==> src/rtl/module_alu_seq_pkg.sv <==
// Shared types and constants for the sequential ALU.
// Optional multiplier: define ALU_MUL_EN to add the MUL state.
package alu_pkg;

    localparam int ALU_OP_W = 4;

    typedef enum logic [ALU_OP_W-1:0] {
        OP_AND = 4'd0,
        OP_OR  = 4'd1,
        OP_ADD = 4'd2,
        OP_INC = 4'd3,
        OP_DEC = 4'd4,
        OP_NOT = 4'd5,
        OP_SUB = 4'd6,
        OP_XOR = 4'd7,
        OP_SLL = 4'd8,
        OP_SRL = 4'd9,
        OP_MUL = 4'd10
    } alu_op_t;

    // The MUL state only exists when the multiplier is built in.
    typedef enum logic [1:0] {
        IDLE,
        SHIFT,
`ifdef ALU_MUL_EN
        MUL,
`endif
        DONE
    } alu_state_t;

endpackage

==> src/rtl/module_alu_seq_if.sv <==
// Request/response bundle of the sequential ALU.
// Handshake: a request is taken on a rising clock edge where valid_i=1 and
// ready_o=1; valid_o is a one-cycle pulse marking a new registered result,
// and the result/flag outputs hold until the next result is written.
interface module_alu_seq_if
    import alu_pkg::*;
#(
    parameter int N = 8
);
    logic                valid_i;
    logic                ready_o;
    logic [N-1:0]        A_i;
    logic [N-1:0]        B_i;
    logic [ALU_OP_W-1:0] alucont_i;
    logic                flagin_i;
    logic                valid_o;
    logic [N-1:0]        aluresult_o;
    logic                flagout_o;
    logic                flagz_o;
    logic                flagv_o;

    modport master (
        output valid_i, A_i, B_i, alucont_i, flagin_i,
        input  ready_o, valid_o, aluresult_o, flagout_o, flagz_o, flagv_o
    );

    modport slave (
        input  valid_i, A_i, B_i, alucont_i, flagin_i,
        output ready_o, valid_o, aluresult_o, flagout_o, flagz_o, flagv_o
    );
endinterface

==> src/rtl/module_alu_seq_core.sv <==
// Combinational datapath for the single-cycle opcodes 0-7.
// flagin selects carry-in for ADD and the operand (0=A, 1=B) for INC/DEC/NOT.
module module_alu_core
    import alu_pkg::*;
#(
    parameter int N = 8
) (
    input  logic [N-1:0]        a_i,
    input  logic [N-1:0]        b_i,
    input  logic [ALU_OP_W-1:0] op_i,
    input  logic                cin_i,
    output logic [N-1:0]        result_o,
    output logic                cout_o,
    output logic                ovf_o
);
    logic [N-1:0] sel;
    logic [N:0]   sum;

    // Arithmetic and logic result for the selected opcode.
    always_comb begin
        result_o = '0;
        cout_o   = 1'b0;
        ovf_o    = 1'b0;
        sum      = '0;
        sel      = cin_i ? b_i : a_i;
        case (op_i)
            OP_AND: result_o = a_i & b_i;
            OP_OR:  result_o = a_i | b_i;
            OP_ADD: begin
                sum      = {1'b0, a_i} + {1'b0, b_i} + {{N{1'b0}}, cin_i};
                result_o = sum[N-1:0];
                cout_o   = sum[N];
                ovf_o    = (a_i[N-1] == b_i[N-1]) && (sum[N-1] != a_i[N-1]);
            end
            OP_INC: begin
                sum      = {1'b0, sel} + (N+1)'(1);
                result_o = sum[N-1:0];
                cout_o   = sum[N];
            end
            OP_DEC: begin
                result_o = sel - N'(1);
                cout_o   = (sel == '0);
            end
            OP_NOT: result_o = ~sel;
            OP_SUB: begin
                // Carry out of A + ~B + 1 is 1 when no borrow occurred.
                sum      = {1'b0, a_i} + {1'b0, ~b_i} + (N+1)'(1);
                result_o = sum[N-1:0];
                cout_o   = sum[N];
                ovf_o    = (a_i[N-1] != b_i[N-1]) && (sum[N-1] != a_i[N-1]);
            end
            OP_XOR: result_o = a_i ^ b_i;
            default: ;
        endcase
    end
endmodule

==> src/rtl/module_alu_seq.sv <==
// Sequential ALU: single-cycle ops via module_alu_core, bit-serial shifts,
// and (with ALU_MUL_EN defined) an N-cycle unsigned shift-add multiplier.
// Without ALU_MUL_EN, opcode 10 is handled as an illegal opcode.
module module_alu_seq
    import alu_pkg::*;
#(
    parameter int N = 8
) (
    input  logic            clk_i,
    input  logic            rst_i,
    module_alu_seq_if.slave bus,
    output alu_state_t      dbg_state_o
);
    localparam int CW = $clog2(N + 1);

    alu_state_t    state_q;
    logic          ready_q;
    logic          valid_q;
    logic [N-1:0]  result_q;
    logic          flagout_q;
    logic          flagz_q;
    logic          flagv_q;
    logic [N-1:0]  work_q;
    logic          srl_q;
    logic [CW-1:0] cnt_q;

    logic [CW-1:0] k_d;
    logic [N-1:0]  shift_d;
    logic          shout_d;

    logic [N-1:0]  core_res;
    logic          core_cout;
    logic          core_ovf;

`ifdef ALU_MUL_EN
    logic [2*N-1:0] prod_q;
    logic [2*N-1:0] prod_d;
    logic [N:0]     psum_d;
`endif

    module_alu_core #(.N(N)) u_core (
        .a_i      (bus.A_i),
        .b_i      (bus.B_i),
        .op_i     (bus.alucont_i),
        .cin_i    (bus.flagin_i),
        .result_o (core_res),
        .cout_o   (core_cout),
        .ovf_o    (core_ovf)
    );

    // Shift count clamp, one-bit shift step, and multiply step.
    always_comb begin
        k_d     = (bus.B_i >= N'(N)) ? CW'(N) : bus.B_i[CW-1:0];
        shift_d = srl_q ? {1'b0, work_q[N-1:1]} : {work_q[N-2:0], 1'b0};
        shout_d = srl_q ? work_q[0] : work_q[N-1];
`ifdef ALU_MUL_EN
        // Add the multiplicand into the upper half when the low bit is set, then shift right.
        psum_d  = {1'b0, prod_q[2*N-1:N]} + (prod_q[0] ? {1'b0, work_q} : '0);
        prod_d  = {psum_d, prod_q[N-1:1]};
`endif
    end

    // Control FSM with registered handshake and result outputs.
    always_ff @(posedge clk_i or posedge rst_i) begin
        if (rst_i) begin
            state_q   <= IDLE;
            ready_q   <= 1'b1;
            valid_q   <= 1'b0;
            result_q  <= '0;
            flagout_q <= 1'b0;
            flagz_q   <= 1'b1;
            flagv_q   <= 1'b0;
            work_q    <= '0;
            srl_q     <= 1'b0;
            cnt_q     <= '0;
`ifdef ALU_MUL_EN
            prod_q    <= '0;
`endif
        end else begin
            case (state_q)
                IDLE: begin
                    valid_q <= 1'b0;
                    if (bus.valid_i) begin
                        work_q  <= bus.A_i;
                        srl_q   <= (bus.alucont_i == OP_SRL);
                        ready_q <= 1'b0;
                        case (bus.alucont_i)
                            OP_AND, OP_OR, OP_ADD, OP_INC,
                            OP_DEC, OP_NOT, OP_SUB, OP_XOR: begin
                                result_q  <= core_res;
                                flagout_q <= core_cout;
                                flagv_q   <= core_ovf;
                                flagz_q   <= (core_res == '0);
                                valid_q   <= 1'b1;
                                state_q   <= DONE;
                            end
                            OP_SLL, OP_SRL: begin
                                if (k_d == '0) begin
                                    result_q  <= bus.A_i;
                                    flagout_q <= 1'b0;
                                    flagv_q   <= 1'b0;
                                    flagz_q   <= (bus.A_i == '0);
                                    valid_q   <= 1'b1;
                                    state_q   <= DONE;
                                end else begin
                                    cnt_q   <= k_d;
                                    state_q <= SHIFT;
                                end
                            end
`ifdef ALU_MUL_EN
                            OP_MUL: begin
                                prod_q  <= {{N{1'b0}}, bus.B_i};
                                cnt_q   <= CW'(N);
                                state_q <= MUL;
                            end
`endif
                            default: begin
                                result_q  <= '0;
                                flagout_q <= 1'b0;
                                flagv_q   <= 1'b0;
                                flagz_q   <= 1'b1;
                                valid_q   <= 1'b1;
                                state_q   <= DONE;
                            end
                        endcase
                    end
                end
                SHIFT: begin
                    work_q <= shift_d;
                    cnt_q  <= cnt_q - CW'(1);
                    if (cnt_q == CW'(1)) begin
                        result_q  <= shift_d;
                        flagout_q <= shout_d;
                        flagv_q   <= 1'b0;
                        flagz_q   <= (shift_d == '0);
                        valid_q   <= 1'b1;
                        state_q   <= DONE;
                    end
                end
`ifdef ALU_MUL_EN
                MUL: begin
                    prod_q <= prod_d;
                    cnt_q  <= cnt_q - CW'(1);
                    if (cnt_q == CW'(1)) begin
                        result_q  <= prod_d[N-1:0];
                        flagout_q <= |prod_d[2*N-1:N];
                        flagv_q   <= 1'b0;
                        flagz_q   <= (prod_d[N-1:0] == '0);
                        valid_q   <= 1'b1;
                        state_q   <= DONE;
                    end
                end
`endif
                DONE: begin
                    valid_q <= 1'b0;
                    ready_q <= 1'b1;
                    state_q <= IDLE;
                end
                default: begin
                    valid_q <= 1'b0;
                    ready_q <= 1'b1;
                    state_q <= IDLE;
                end
            endcase
        end
    end

    assign bus.ready_o     = ready_q;
    assign bus.valid_o     = valid_q;
    assign bus.aluresult_o = result_q;
    assign bus.flagout_o   = flagout_q;
    assign bus.flagz_o     = flagz_q;
    assign bus.flagv_o     = flagv_q;
    assign dbg_state_o     = state_q;

endmodule

==> src/flat_wrapper.sv <==
// flat-port wrapper written by rule: the top's interface ports become plain ports
module module_alu_seq_flat import alu_pkg::*;
#(
    parameter int N = 8
)
  (clk_i, rst_i, dbg_state_o, bus_valid_i, bus_A_i, bus_B_i, bus_alucont_i, bus_flagin_i, bus_ready_o, bus_valid_o, bus_aluresult_o, bus_flagout_o, bus_flagz_o, bus_flagv_o);
  module_alu_seq_if #(.N(N)) bus_i ();
  input  logic clk_i;
  input  logic rst_i;
  output alu_state_t dbg_state_o;
  input wire logic [$bits(bus_i.valid_i)-1:0] bus_valid_i;
  input wire logic [$bits(bus_i.A_i)-1:0] bus_A_i;
  input wire logic [$bits(bus_i.B_i)-1:0] bus_B_i;
  input wire logic [$bits(bus_i.alucont_i)-1:0] bus_alucont_i;
  input wire logic [$bits(bus_i.flagin_i)-1:0] bus_flagin_i;
  output wire logic [$bits(bus_i.ready_o)-1:0] bus_ready_o;
  output wire logic [$bits(bus_i.valid_o)-1:0] bus_valid_o;
  output wire logic [$bits(bus_i.aluresult_o)-1:0] bus_aluresult_o;
  output wire logic [$bits(bus_i.flagout_o)-1:0] bus_flagout_o;
  output wire logic [$bits(bus_i.flagz_o)-1:0] bus_flagz_o;
  output wire logic [$bits(bus_i.flagv_o)-1:0] bus_flagv_o;
  assign bus_i.valid_i = bus_valid_i;
  assign bus_i.A_i = bus_A_i;
  assign bus_i.B_i = bus_B_i;
  assign bus_i.alucont_i = bus_alucont_i;
  assign bus_i.flagin_i = bus_flagin_i;
  assign bus_ready_o = bus_i.ready_o;
  assign bus_valid_o = bus_i.valid_o;
  assign bus_aluresult_o = bus_i.aluresult_o;
  assign bus_flagout_o = bus_i.flagout_o;
  assign bus_flagz_o = bus_i.flagz_o;
  assign bus_flagv_o = bus_i.flagv_o;
  module_alu_seq #(.N(N)) u_core (.clk_i(clk_i), .rst_i(rst_i), .bus(bus_i), .dbg_state_o(dbg_state_o));
endmodule
==> config.mk <==
export PLATFORM = sky130hd
export DESIGN_NAME = module_alu_seq_flat
export DESIGN_NICKNAME = d
export VERILOG_FILES = /design/src/rtl/module_alu_seq_pkg.sv /design/src/rtl/module_alu_seq_if.sv /design/src/rtl/module_alu_seq_core.sv /design/src/rtl/module_alu_seq.sv /design/src/flat_wrapper.sv
export SDC_FILE = /design/constraint.sdc
export NUM_CORES = 1
export LEC_CHECK = 0
export ABC_AREA = 1
export CAP_MARGIN = 30
export CORE_ASPECT_RATIO = 0.75
export CORE_MARGIN = 5
export CORE_UTILIZATION = 40
export DETAILED_ROUTE_END_ITERATION = 10
export DONT_BUFFER_PORTS = 1
export PLACE_DENSITY = 0.57
export SKIP_LAST_GASP = 1
export SLEW_MARGIN = 20
export SYNTH_ARGS = -nofsm -noshare
export SYNTH_HDL_FRONTEND = slang
export SYNTH_HIERARCHICAL = 1
export SYNTH_SLANG_ARGS = --single-unit
==> constraint.sdc <==
create_clock -name clk_i -period 1.6 [get_ports clk_i]
set_clock_uncertainty 0.15 [all_clocks]
set_input_delay 0.32 -clock clk_i [delete_from_list [all_inputs] [get_ports clk_i]]
set_output_delay 0.32 -clock clk_i [all_outputs]
set_load 0.05 [all_outputs]
Word level (Yosys, flattened, before mapping)
Index checks and enable logic that the tools add are counted.

word-level totals
  word-level logic and storage cells = 106
  output and inout port bits = 15
  flip-flop bits (word level) = 28

operators by class
  bitwise logic cells = 6
  multiplexer cells = 44
  reduce and logical (&&, ||, !) cells = 18
  add/sub/neg operators = 7
  eq/ne operators = 20
  order comparisons = 1

operator list
  operator               number
  $pmux W8 S8            1
  $mux W8                6
  $pmux W8 S2            3
  $logic_not A8 Y1       4
  $add A8 B8 Y9          2
  $pmux W1 S2            9
  $eq A4 B3 Y1 const B   4
  $mux W4                4
  $not A8 Y8             2
  $mux W1                14
  $add A8 B1 Y9 const B  1
  $add A9 B1 Y9          1
  $add A9 B1 Y9 const B  1
  $and A8 B8 Y8          1
  $eq A4 B1 Y1 const B   2
  $eq A4 B2 Y1 const B   2
  $eq A4 B4 Y1 const B   2
  $ge A8 B4 Y1 const B   1
  $logic_not A4 Y1       2
  $mux W2                4
  $or A8 B8 Y8           1
  $pmux W4 S2            1
  $reduce_and A2 Y1      4
  $reduce_and A4 Y1      2
  17 further kinds       22

Logic depth before layout (Yosys ltp)
  depth after elaboration = 9
  mapped depth = 22
  gate-level depth less buffers = 21

Modules after synthesis
Netlist, hierarchy kept.

modules (own cells, without submodules)
  module           area each (µm²)  cells each  sequential area each (µm²)  times used
  module_alu_core  1970.6           359         0.0                         1
  module_alu_seq   1747.9           233         703.2                       1

Least setup slack after synthesis
OpenSTA, ideal clock, no wires.

  path kind = input-to-reg
  start = in bus_A_i[0]
  end = reg u_core.flagz_q (netlist: u_core/bus.flagz_o)
  arrival = 2.014 ns
  data required time = 1.390 ns
  cell stages on the path = 19
  slack = -0.624 ns
  setup time = 0.060 ns
  cell sequence = inv_1 ha_1 inv_1 fa_1 nand4_1 nand4_1 nand3_1 nand2_1 nor2_1 nand2_1 nor2_1 nand2_1 nor2_1 nand2_1 nand3_1 nand2_1 nand2_1 nand2_1 nand2_1

on the way
  word-level cells in the longest chain between the ends = 7
  elaborated cells on any way between the ends = 18
  classes of those cells = 6 x add/sub; 6 x mux; 4 x bitwise; 2 x reduce/logical

ends and longest elaborated chain
  item                                   line                       RTL
  from (decl)                            flat_wrapper.sv:12         input wire logic [$bits(bus_i.A_i)-1:0] bus_A_i;
  $add A8 B8 Y9 (tied with other cells)  module_alu_seq_core.sv:47  sum = {1'b0, a_i} + {1'b0, ~b_i} + (N+1)'(1);
  $add A9 B1 Y9 (tied with other cells)  module_alu_seq_core.sv:47
  $pmux W8 S8 *                          module_alu_seq_core.sv:26  case (op_i)
  via u_core.core_res[6]                 module_alu_seq.sv:31       logic [N-1:0] core_res;
  $logic_not A8 Y1 *                     module_alu_seq.sv:93       flagz_q <= (core_res == '0);
  $pmux W1 S2 *                          module_alu_seq.sv:87       case (bus.alucont_i)
  $mux W1 *                              module_alu_seq.sv:83       if (bus.valid_i) begin
  $pmux W1 S2 *                          module_alu_seq.sv:80       case (state_q)
  to (signal assigned)                   module_alu_seq.sv:93
  to (signal assigned)                   module_alu_seq.sv:102      flagz_q <= (bus.A_i == '0);
  to (signal assigned)                   module_alu_seq.sv:135      flagz_q <= (shift_d == '0);
  to (decl)                              module_alu_seq.sv:21       logic flagz_q;

The timed path passes the listed nets; every way through them passes the cells marked *. The select of a mux whose other input is x is not followed.
A chain may end at the register's enable or synchronous reset.

Final worst setup path
Same ends and word-level chain as after synthesis.

==> impl_metrics.toml <==
[floorplan]
io_pins = 39
dieArea_mm2 = 0.01134
fp.coreArea_mm2 = 0.009046
die_h_um = 93.50
num_rows = 30
initial_core_util_pct = 41.11
die_x_um = 121.3

[setup_path]
crit_fanout = 5
end_kind = "flip-flop"
r2r_setup_slack_ns = -0.02
required_ns = 1.66
start_kind = "primary input"
crit_type = "in -> reg"
worstPathArrival_ns = 2.16

[cells_and_area]
nets = 760
drive_gt1_share_pct = 35.04
area_growth_pct = 40.18
design_area_mm2 = 0.005213
antennaDiodeCount = 0

[synth]
ys_seq_elements = 28
synth_cell_type_count = 44
yosysMostFrequentCell = "nand2_1"
synth_top_cells_by_count = "189 x nand2_1, 75 x inv_1, 55 x nand3_1, 47 x nor2_1, 30 x ha_1"
ys_warn_count = 6
synthFlopType = "dfrtp_1"
synth-edff-count = 0
postSynthCellCount = 592
netlist.area_leader.share_pct = 19.08
synth_area_mm2 = 0.003719
ys_seq_area_share_pct = 18.91
syn_nets = 649
yosysTopAreaCell = "nand2_1"
synth-async-reset-ratio_pct = 100.0
avgSynthCellArea_um2 = 6.281
synth_area_leaders = "nand2_1 19%, dfrtp_1 17%, ha_1 10%"

[pwr]
powerDensity_mw_per_mm2 = 1010
vdd_drop_max_mv = 0.7077
total_power_mw = 5.263
p_leak_nw = 2.628

[job]
max_cap_violations = 0

[timing]
rsz0062_at_grt = "yes"
setup_tns_ns = -3.847
maxSlewViolCount = 0
tightestPinTransition_ns = 0.5071
worst_slack_ns = -0.4933
max_freq_mhz = 477.7
slew_headroom_pct = 66.19
finalHoldViolCount = 0
setup_viol = 11
fin_crit_ns = 2.093
finalHoldWorstSlack_ns = 0.06376
fin_crit_sh_pct = 130.8

[clock_network]
cts_tree = "done"
root_buffer = "clkbuf_16"
cts.sinks = 28
worstSkewPairLatency_ns = 0.27
clockBufferDepth = 2
cts_max_level = 1
numCtsBuffers = 3
path_clk_slew_ns = 0.07

[global_route]
grt_pass1_vias = 3988
grt_max_degree = 29
grt_antenna_before_repair = 0
track_usage_pct = 23.46
grt_pass1_wl_um = 21100
overflow = 0

[detailed_routing]
wl_per_cell_um = 16.05
vias_per_cell = 5.240
drt_iter0_drc = 370
via_count = 4349
post-route-drc-count = 0
dr.pass1.iters = 5
ant_nets = 0
finalWirelength_um = 13320

[placement]
portBuffers = 0
place_area_mm2 = 0.004793
gp_congestion = 0.9769
dpl.hpwl_um = 10950
dp_worst_setup_slack_ns = -0.7792

[run_status]
status = "finished with violations"
violations = "negative setup slack"

[worst_hold_path]
hold_path_class = "in -> reg"
[worst max-delay path, cell delays in order]
cell	delay [ns]
fa_2	0.38
inv_2	0.07
fa_2	0.21
inv_2	0.05
buf_4	0.13
nand3_4	0.06
nand4_1	0.09
nand3_1	0.11
nand4_1	0.17
nor3_2	0.20
nand2_1	0.07
nand3_1	0.07
nand2_1	0.05
nand2_1	0.07
nand2_1	0.05
nand2_1	0.05
[layer usage]
metal | routed length [um] | GRT usage [%] | part of all wire, % | up-vias
met5 | 0 | 0 | 0 | -
met4 | 66 | 1.772 | 0.50 | 0
met3 | 1422 | 5.683 | 11 | 8
met2 | 5338 | 33.15 | 40 | 194
met1 | 6496 | 36.91 | 49 | 2001
li1 | - | - | - | 2146
[layout by cell type, fill, tap and decap left out, types with 5 or more instances in the layout]
master   count
nor2_2       5
a31oi_1      7
o22ai_1      6
inv_2       18
ha_4        10
inv_4        7
o21ai_2      5
dfrtp_1     24
buf_6        5
nand3_4      5
nand3_2      6
nor2_4       6
a21oi_1     10
nand2_1    178
nand2_2     24
nand3_1     45
nand2_4      6
ha_1        19
o21ai_1      6
buf_4      110
inv_1       55
o21ai_0     21
nor2_1      43
nand4_1     17
[registers in the layout, summed over array words and instances, names as in the netlist]
| signal | cells |
|---|---|
| u_core/cnt_q | 4 |
| u_core/work_q | 8 |
| u_core/dbg_state_o | 2 |
| u_core/bus.flagout_o | 1 |
| u_core/bus.flagv_o | 1 |
| u_core/bus.aluresult_o | 8 |
| u_core/bus.ready_o | 1 |
| u_core/srl_q | 1 |
| u_core/bus.valid_o | 1 |
| u_core/bus.flagz_o | 1 |
[what timing repair did]
| item | in CTS | in global routing |
|---|---|---|
| resized for setup | 26 | 33 |
| buffers inserted | 5 | 2 |
| pin swaps | 26 | 25 |
| hold buffers | 1 | 0 |
| setup endpoints to repair | 11 | 15 |
| endpoints found under the hold margin | 26 | 0 |
[worst paths after layout]
path	depth (start not counted)	from	to
max	16	bus_A_i[0]	u_core/bus.flagz_o
min	2	bus_alucont_i[0]	u_core/srl_q
max reg2reg	7	u_core/dbg_state_o[1]	u_core/bus.aluresult_o[3]
min reg2reg	2	u_core/cnt_q[3]	u_core/cnt_q[3]
max in group asynchronous	3	rst_i	u_core/bus.ready_o
min in group asynchronous	3	rst_i	u_core/bus.aluresult_o[3]
[layout make-up]
type,instances,area (um^2)
fill,881,3834
multi-input combinational,469,2972
timing repair buffer,117,912.1
sequential,28,705.7
inverter,84,357.8
tap,128,160.2
clock buffer,3,75.07
clock inverter,1,30.03
[through the flow]
stage               utilization (%)  instances
floorplan                         -        592
CTS                           55.99        828
finish                        57.62        830
global placement              52.99        818
detailed placement            52.99        818
global route                  57.62        830
[power by group]
group / internal [mW] / switching [mW] / total (mW) / leakage [nW]
sequential: 1.04 / 0.750 / 1.79 / 0.346
combinational: 1.13 / 1.59 / 2.72 / 2.23
clock: 0.499 / 0.255 / 0.754 / 0.0511
total: 2.67 / 2.60 / 5.26 / 2.63
[kinds of logic after synthesis]
logic type	share of synthesized area [%]
and+or+nand+nor	43.98
adders and majority gates	11.71
AOI/OAI and AO/OA	13.09
xor gates and xnor gates	0.9423
DFF	18.91
buffers and inverters	11.37
(Power assumes the default switching activity.)
==> RTL edit 1, RTL diff (same flow settings) <==
Register the output `dbg_state_o` once more, without a reset; this adds one clock of latency there. The other outputs are not delayed to match.
--- a/src/rtl/module_alu_seq.sv
+++ b/src/rtl/module_alu_seq.sv
@@ -171,7 +171,9 @@
     assign bus.flagout_o   = flagout_q;
     assign bus.flagz_o     = flagz_q;
     assign bus.flagv_o     = flagv_q;
-    assign dbg_state_o     = state_q;
+    always_ff @(posedge clk_i) begin
+        dbg_state_o <= state_q;
+    end
 
 endmodule
 
Formal check against the unedited RTL: not equivalent (a bounded check fails within 4 cycles, from zero or initial values and one cycle with rst_i high).
==> RTL edit 1 against the unedited design <==
The flow still finishes with violations (negative setup slack). Power down 14%. Cell area fell by 0.46%. Via count up 1.7%. Die area barely moved. Cell count is 0.72% higher. Synthesized cell count is 1.4% higher. Sequential cell count increased by 2. Critical path depth grew 2. Synthesized area barely moved. Setup slack improved by 6.9 ps. Routed wire length increased by 3.9%. Core utilization fell by 0.26 points. Sequential share of layout area up 0.81 points. Largest cell class unchanged. Highest routed layer unchanged.
==> RTL edit 1: results (changes against the unedited design) <==
status=finished with violations; failing checks=negative setup slack; ys async rst share=93.3% (-6.7 points); CTS sink count=30 (+7.1%); top cells by area, synth=nand2_1 21%, dfrtp_1 18%, ha_1 10%; TritonCTS buffer count=5 (+2); Peak VDD IR=0.660 mV (-6.7%); Cell variety after synth=40 (-9.1%); DP Cell Count=813 (-0.61%); post-DR vias/cell=5.29 (+0.95%); Final setup viols=10 (-1); initial DRC count=356 (-3.8%); WL/cell=16.6 um (+3.2%); Commonest cells post-synth=207 x nand2_1, 76 x inv_1, 75 x nand3_1; Clock transition at path regs=50 ps (-20 ps); number of global-route vias before repair=4157 (+4.2%); Min-Delay Path Class=in -> reg; buffer levels on the longest clock path=2 (unchanged); worst slack, placed=-814 ps (-35.1 ps); Post-DP Area=4670 um2 (-2.5%); min-delay src=bus_A_i[4]; Worst path max stage delay=360 ps (-20 ps); Seq/Total Area, Yosys=20.0% (+1.1 points); Primary FF master, synth=dfrtp_1; final worst slack=-486 ps (+6.91 ps); GP Congestion=0.955 (-2.3%); Max-slew headroom=67.7% (+1.5 points); first-pass GRT wire length=21800 um (+3.5%); antenna violations before repair=0 (unchanged); Finished Layout Cells=836 (+0.72%); final net count=764 (+0.53%); Detail Placement HPWL=10900 um (about the same); layout cells sized above 1=33.2% (-1.9 points); GRT Total Usage=24.4% (+0.94 points); worst r2r dst=u_core/bus.aluresult_o[1]$_DFFE_PP0P_; Synthesized Nets=657 (+1.2%); R2R setup slack=0 ps (+20 ps); Leak=2.67 nW (+1.7%); Reg-to-Reg Start=u_core/state_q[1]$_DFFE_PP0P_; Hold EP=u_core/work_q[4]$_DFFE_PP0P_; r2r worst-path depth=6 (-1); Syn Inst Count=600 (+1.4%); CTS HTree Levels=2 (+1); largest net degree at the start of global routing=29 (unchanged)
[RTL edit 1: logic make-up (layout without fill, tap and decap cells)]
group | Yosys count | count (layout) | synth area share [%]
simple gates | 374 | 376 | 45.3
xor+xnor | 4 | 4 | 0.943
flops | 30 | 30 | 20.0
buf+inv | 97 | 203 | 11.4
compound gates | 62 | 62 | 10.7
fa+ha+maj | 33 | 33 | 11.7
[RTL edit 1: timing repair]
item,in CTS,in global routing
cloned,0,3
setup endpoints to repair,11,15
buffers inserted,5,9
endpoints found under the hold margin,26,0
pin swaps,21,24
gates resized for setup,26,37
hold buffers,1,0
[RTL edit 1: power by group]
group          internal [mW]  switching (mW)
Sequential              1.01           0.527
Combinational          0.861            1.17
Clock                  0.615           0.326
[RTL edit 1: area by class of cell]
cell class              count  area (um2)
clock buffers               7         143
repair inverters            1        11.3
well taps                 128         160
multi-input cells         475        2880
fillers                   898        3860
repair buffers            109         886
inverters                  85         357
clock inverters             1        5.00
flip-flops and latches     30         744
[RTL edit 1: critical path: cells and delay by family]
family	cells	cell delay (ps)
AND/OR/NAND/NOR	13	1020
adder cells (fa/ha/maj)	2	560
buffers and inverters	2	130
AO/OA/AOI/OAI	1	120
[RTL edit 1: worst max-delay path by stage]
stage	cells after the start	from	slack [ps]	endpoint
floorplan	18	bus_flagin_i	-480	u_core/bus.flagz_o$_DFFE_PP1P_
global placement	18	bus_flagin_i	-830	u_core/bus.flagz_o$_DFFE_PP1P_
detailed placement	18	bus_flagin_i	-810	u_core/bus.flagz_o$_DFFE_PP1P_
CTS	18	bus_A_i[0]	-490	u_core/bus.flagz_o$_DFFE_PP1P_
global route	18	bus_A_i[0]	-680	u_core/bus.flagz_o$_DFFE_PP1P_
finish	18	bus_A_i[0]	-490	u_core/bus.flagz_o$_DFFE_PP1P_
[RTL edit 1: metal layers]
layer	GRT usage (%)	vias up	wire [um]	share of wire, %
met5	0	-	0	0
met4	3.64	0	145	1.0
met3	4.78	15	1150	8.3
met2	36.8	171	5860	42
met1	36.5	2077	6700	48
li1	-	2159	-	-
[RTL edit 1: stage by stage]
stage / hold WS, ps / TNS (ps)
after floorplan: 234 / -2680
after global placement: 145 / -6840
after detailed placement: 152 / -6880
after CTS: 24.4 / -3040
after global routing: 29.6 / -4600
final: 35.5 / -3290
==> RTL edit 2, RTL diff (same settings) <==
Made on the original files. `N` is set to 8 in 4 places; all go to 16.
--- a/src/rtl/module_alu_seq_if.sv
+++ b/src/rtl/module_alu_seq_if.sv
@@ -5,7 +5,7 @@
 interface module_alu_seq_if
     import alu_pkg::*;
 #(
-    parameter int N = 8
+    parameter int N = 16
 );
     logic                valid_i;
     logic                ready_o;
--- a/src/rtl/module_alu_seq_core.sv
+++ b/src/rtl/module_alu_seq_core.sv
@@ -3,7 +3,7 @@
 module module_alu_core
     import alu_pkg::*;
 #(
-    parameter int N = 8
+    parameter int N = 16
 ) (
     input  logic [N-1:0]        a_i,
     input  logic [N-1:0]        b_i,
--- a/src/rtl/module_alu_seq.sv
+++ b/src/rtl/module_alu_seq.sv
@@ -4,7 +4,7 @@
 module module_alu_seq
     import alu_pkg::*;
 #(
-    parameter int N = 8
+    parameter int N = 16
 ) (
     input  logic            clk_i,
     input  logic            rst_i,
--- a/src/flat_wrapper.sv
+++ b/src/flat_wrapper.sv
@@ -1,7 +1,7 @@
 // flat-port wrapper written by rule: the top's interface ports become plain ports
 module module_alu_seq_flat import alu_pkg::*;
 #(
-    parameter int N = 8
+    parameter int N = 16
 )
   (clk_i, rst_i, dbg_state_o, bus_valid_i, bus_A_i, bus_B_i, bus_alucont_i, bus_flagin_i, bus_ready_o, bus_valid_o, bus_aluresult_o, bus_flagout_o, bus_flagz_o, bus_flagv_o);
   module_alu_seq_if #(.N(N)) bus_i ();
Ports: changed (resized bus_A_i, bus_B_i and bus_aluresult_o); port bits go from 39 to 63. The function was not compared with the original's and may differ.
==> RTL edit 2 against the unedited design <==
The flow still finishes with violations (negative setup slack). Cell area increased by 98%. Largest cell class unchanged. Die area up 82%. Setup slack worse by 380 ps. Maximum frequency down 15%. Sequential share of layout area is 2.6 points lower. Synthesized area is 92% higher. Highest routed layer unchanged. Worst hold slack worse by 23 ps. Power up 74%. Routed wire length up 130%. Sequential power rose by 55%. Sequential cell count rose by 17.
==> RTL edit 2: results (changes against the unedited design) <==
GP Congestion=0.969 (-0.78%); GRT Total Usage=29.0% (+5.6 points); sequential power share=30.3% (-3.7 points); Post-Synth XOR/XNOR Area=0.613% (-0.33 points); Max-slew headroom=64.1% (-2.1 points); Detail Placement HPWL=25300 um (+130%); first-pass GRT wire length=47200 um (+120%); worst r2r dst=u_core/bus.flagz_o$_DFFE_PP1P_; final net count=1562 (+110%); Syn Inst Count=1230 (+110%); largest net degree at the start of global routing=43 (+48%); TritonCTS buffer count=5 (+2); maximum fanout along the worst path=42 (+37); Worst Setup SP=bus_flagin_i; vias=8949 (+110%); layout cells sized above 1=35.2% (+0.11 points); PostCTS Resize Cnt=54 (+110%); fillers=1770 (+100%); WL/cell=17.9 um (+12%); final worst slack=-871 ps (-378 ps); total power=9.15 mW (+74%); Reg-to-Reg Start=u_core/srl_q$_DFFE_PP0P_; metal3 WL=2690 um (+89%); status=finished with violations; number of global-route vias before repair=8427 (+110%); met2 wire length=12600 um (+140%); Final setup viols=18 (+7); DR pass1 iterations=6 (+1); post-synthesis compound-gate area fraction=17.2% (+4.1 points); top cells by area, synth=nand2_1 21%, dfrtp_1 15%, ha_1 9.6%; post-DR vias/cell=5.24 (about the same); Peak VDD IR=0.776 mV (+9.7%); setup repair bufs after CTS=6 (+1); initial DRC count=864 (+130%); Synthesized Nets=1328 (+100%); wl on met1=14900 um (+130%); Adder-Cell Fraction of Synth Area=10.5% (-1.2 points); failing checks=negative setup slack
[RTL edit 2: changes by cell type after synthesis, sizes merged, moves of 11 or more]
cell	before	now
dfrtp	26	43
inv	83	150
nand2	210	432
o21ai	34	91
nand3	56	105
buf	11	32
ha	30	55
a21oi	14	58
nor2	56	154
o22ai	6	17
a22oi	5	22
[RTL edit 2: final cells by class]
cell class / instances / area (um2) / area share (%)
Sequential cell: 45 / 1130 / 11.0
Tap cell: 242 / 303 / 2.93
Clock inverter: 2 / 37.5 / 0.363
Clock buffer: 6 / 139 / 1.34
Multi-Input combinational cell: 994 / 5870 / 56.9
Timing Repair Buffer: 267 / 2200 / 21.3
Inverter: 151 / 643 / 6.23
[RTL edit 2: kinds of logic (layout without fill, tap and decap cells)]
logic type      after synthesis  in the layout
fa+ha+maj                    58             58
compound gates              208            208
flops                        45             45
xor+xnor                      5              5
buf+inv                     191            426
simple gates                723            723
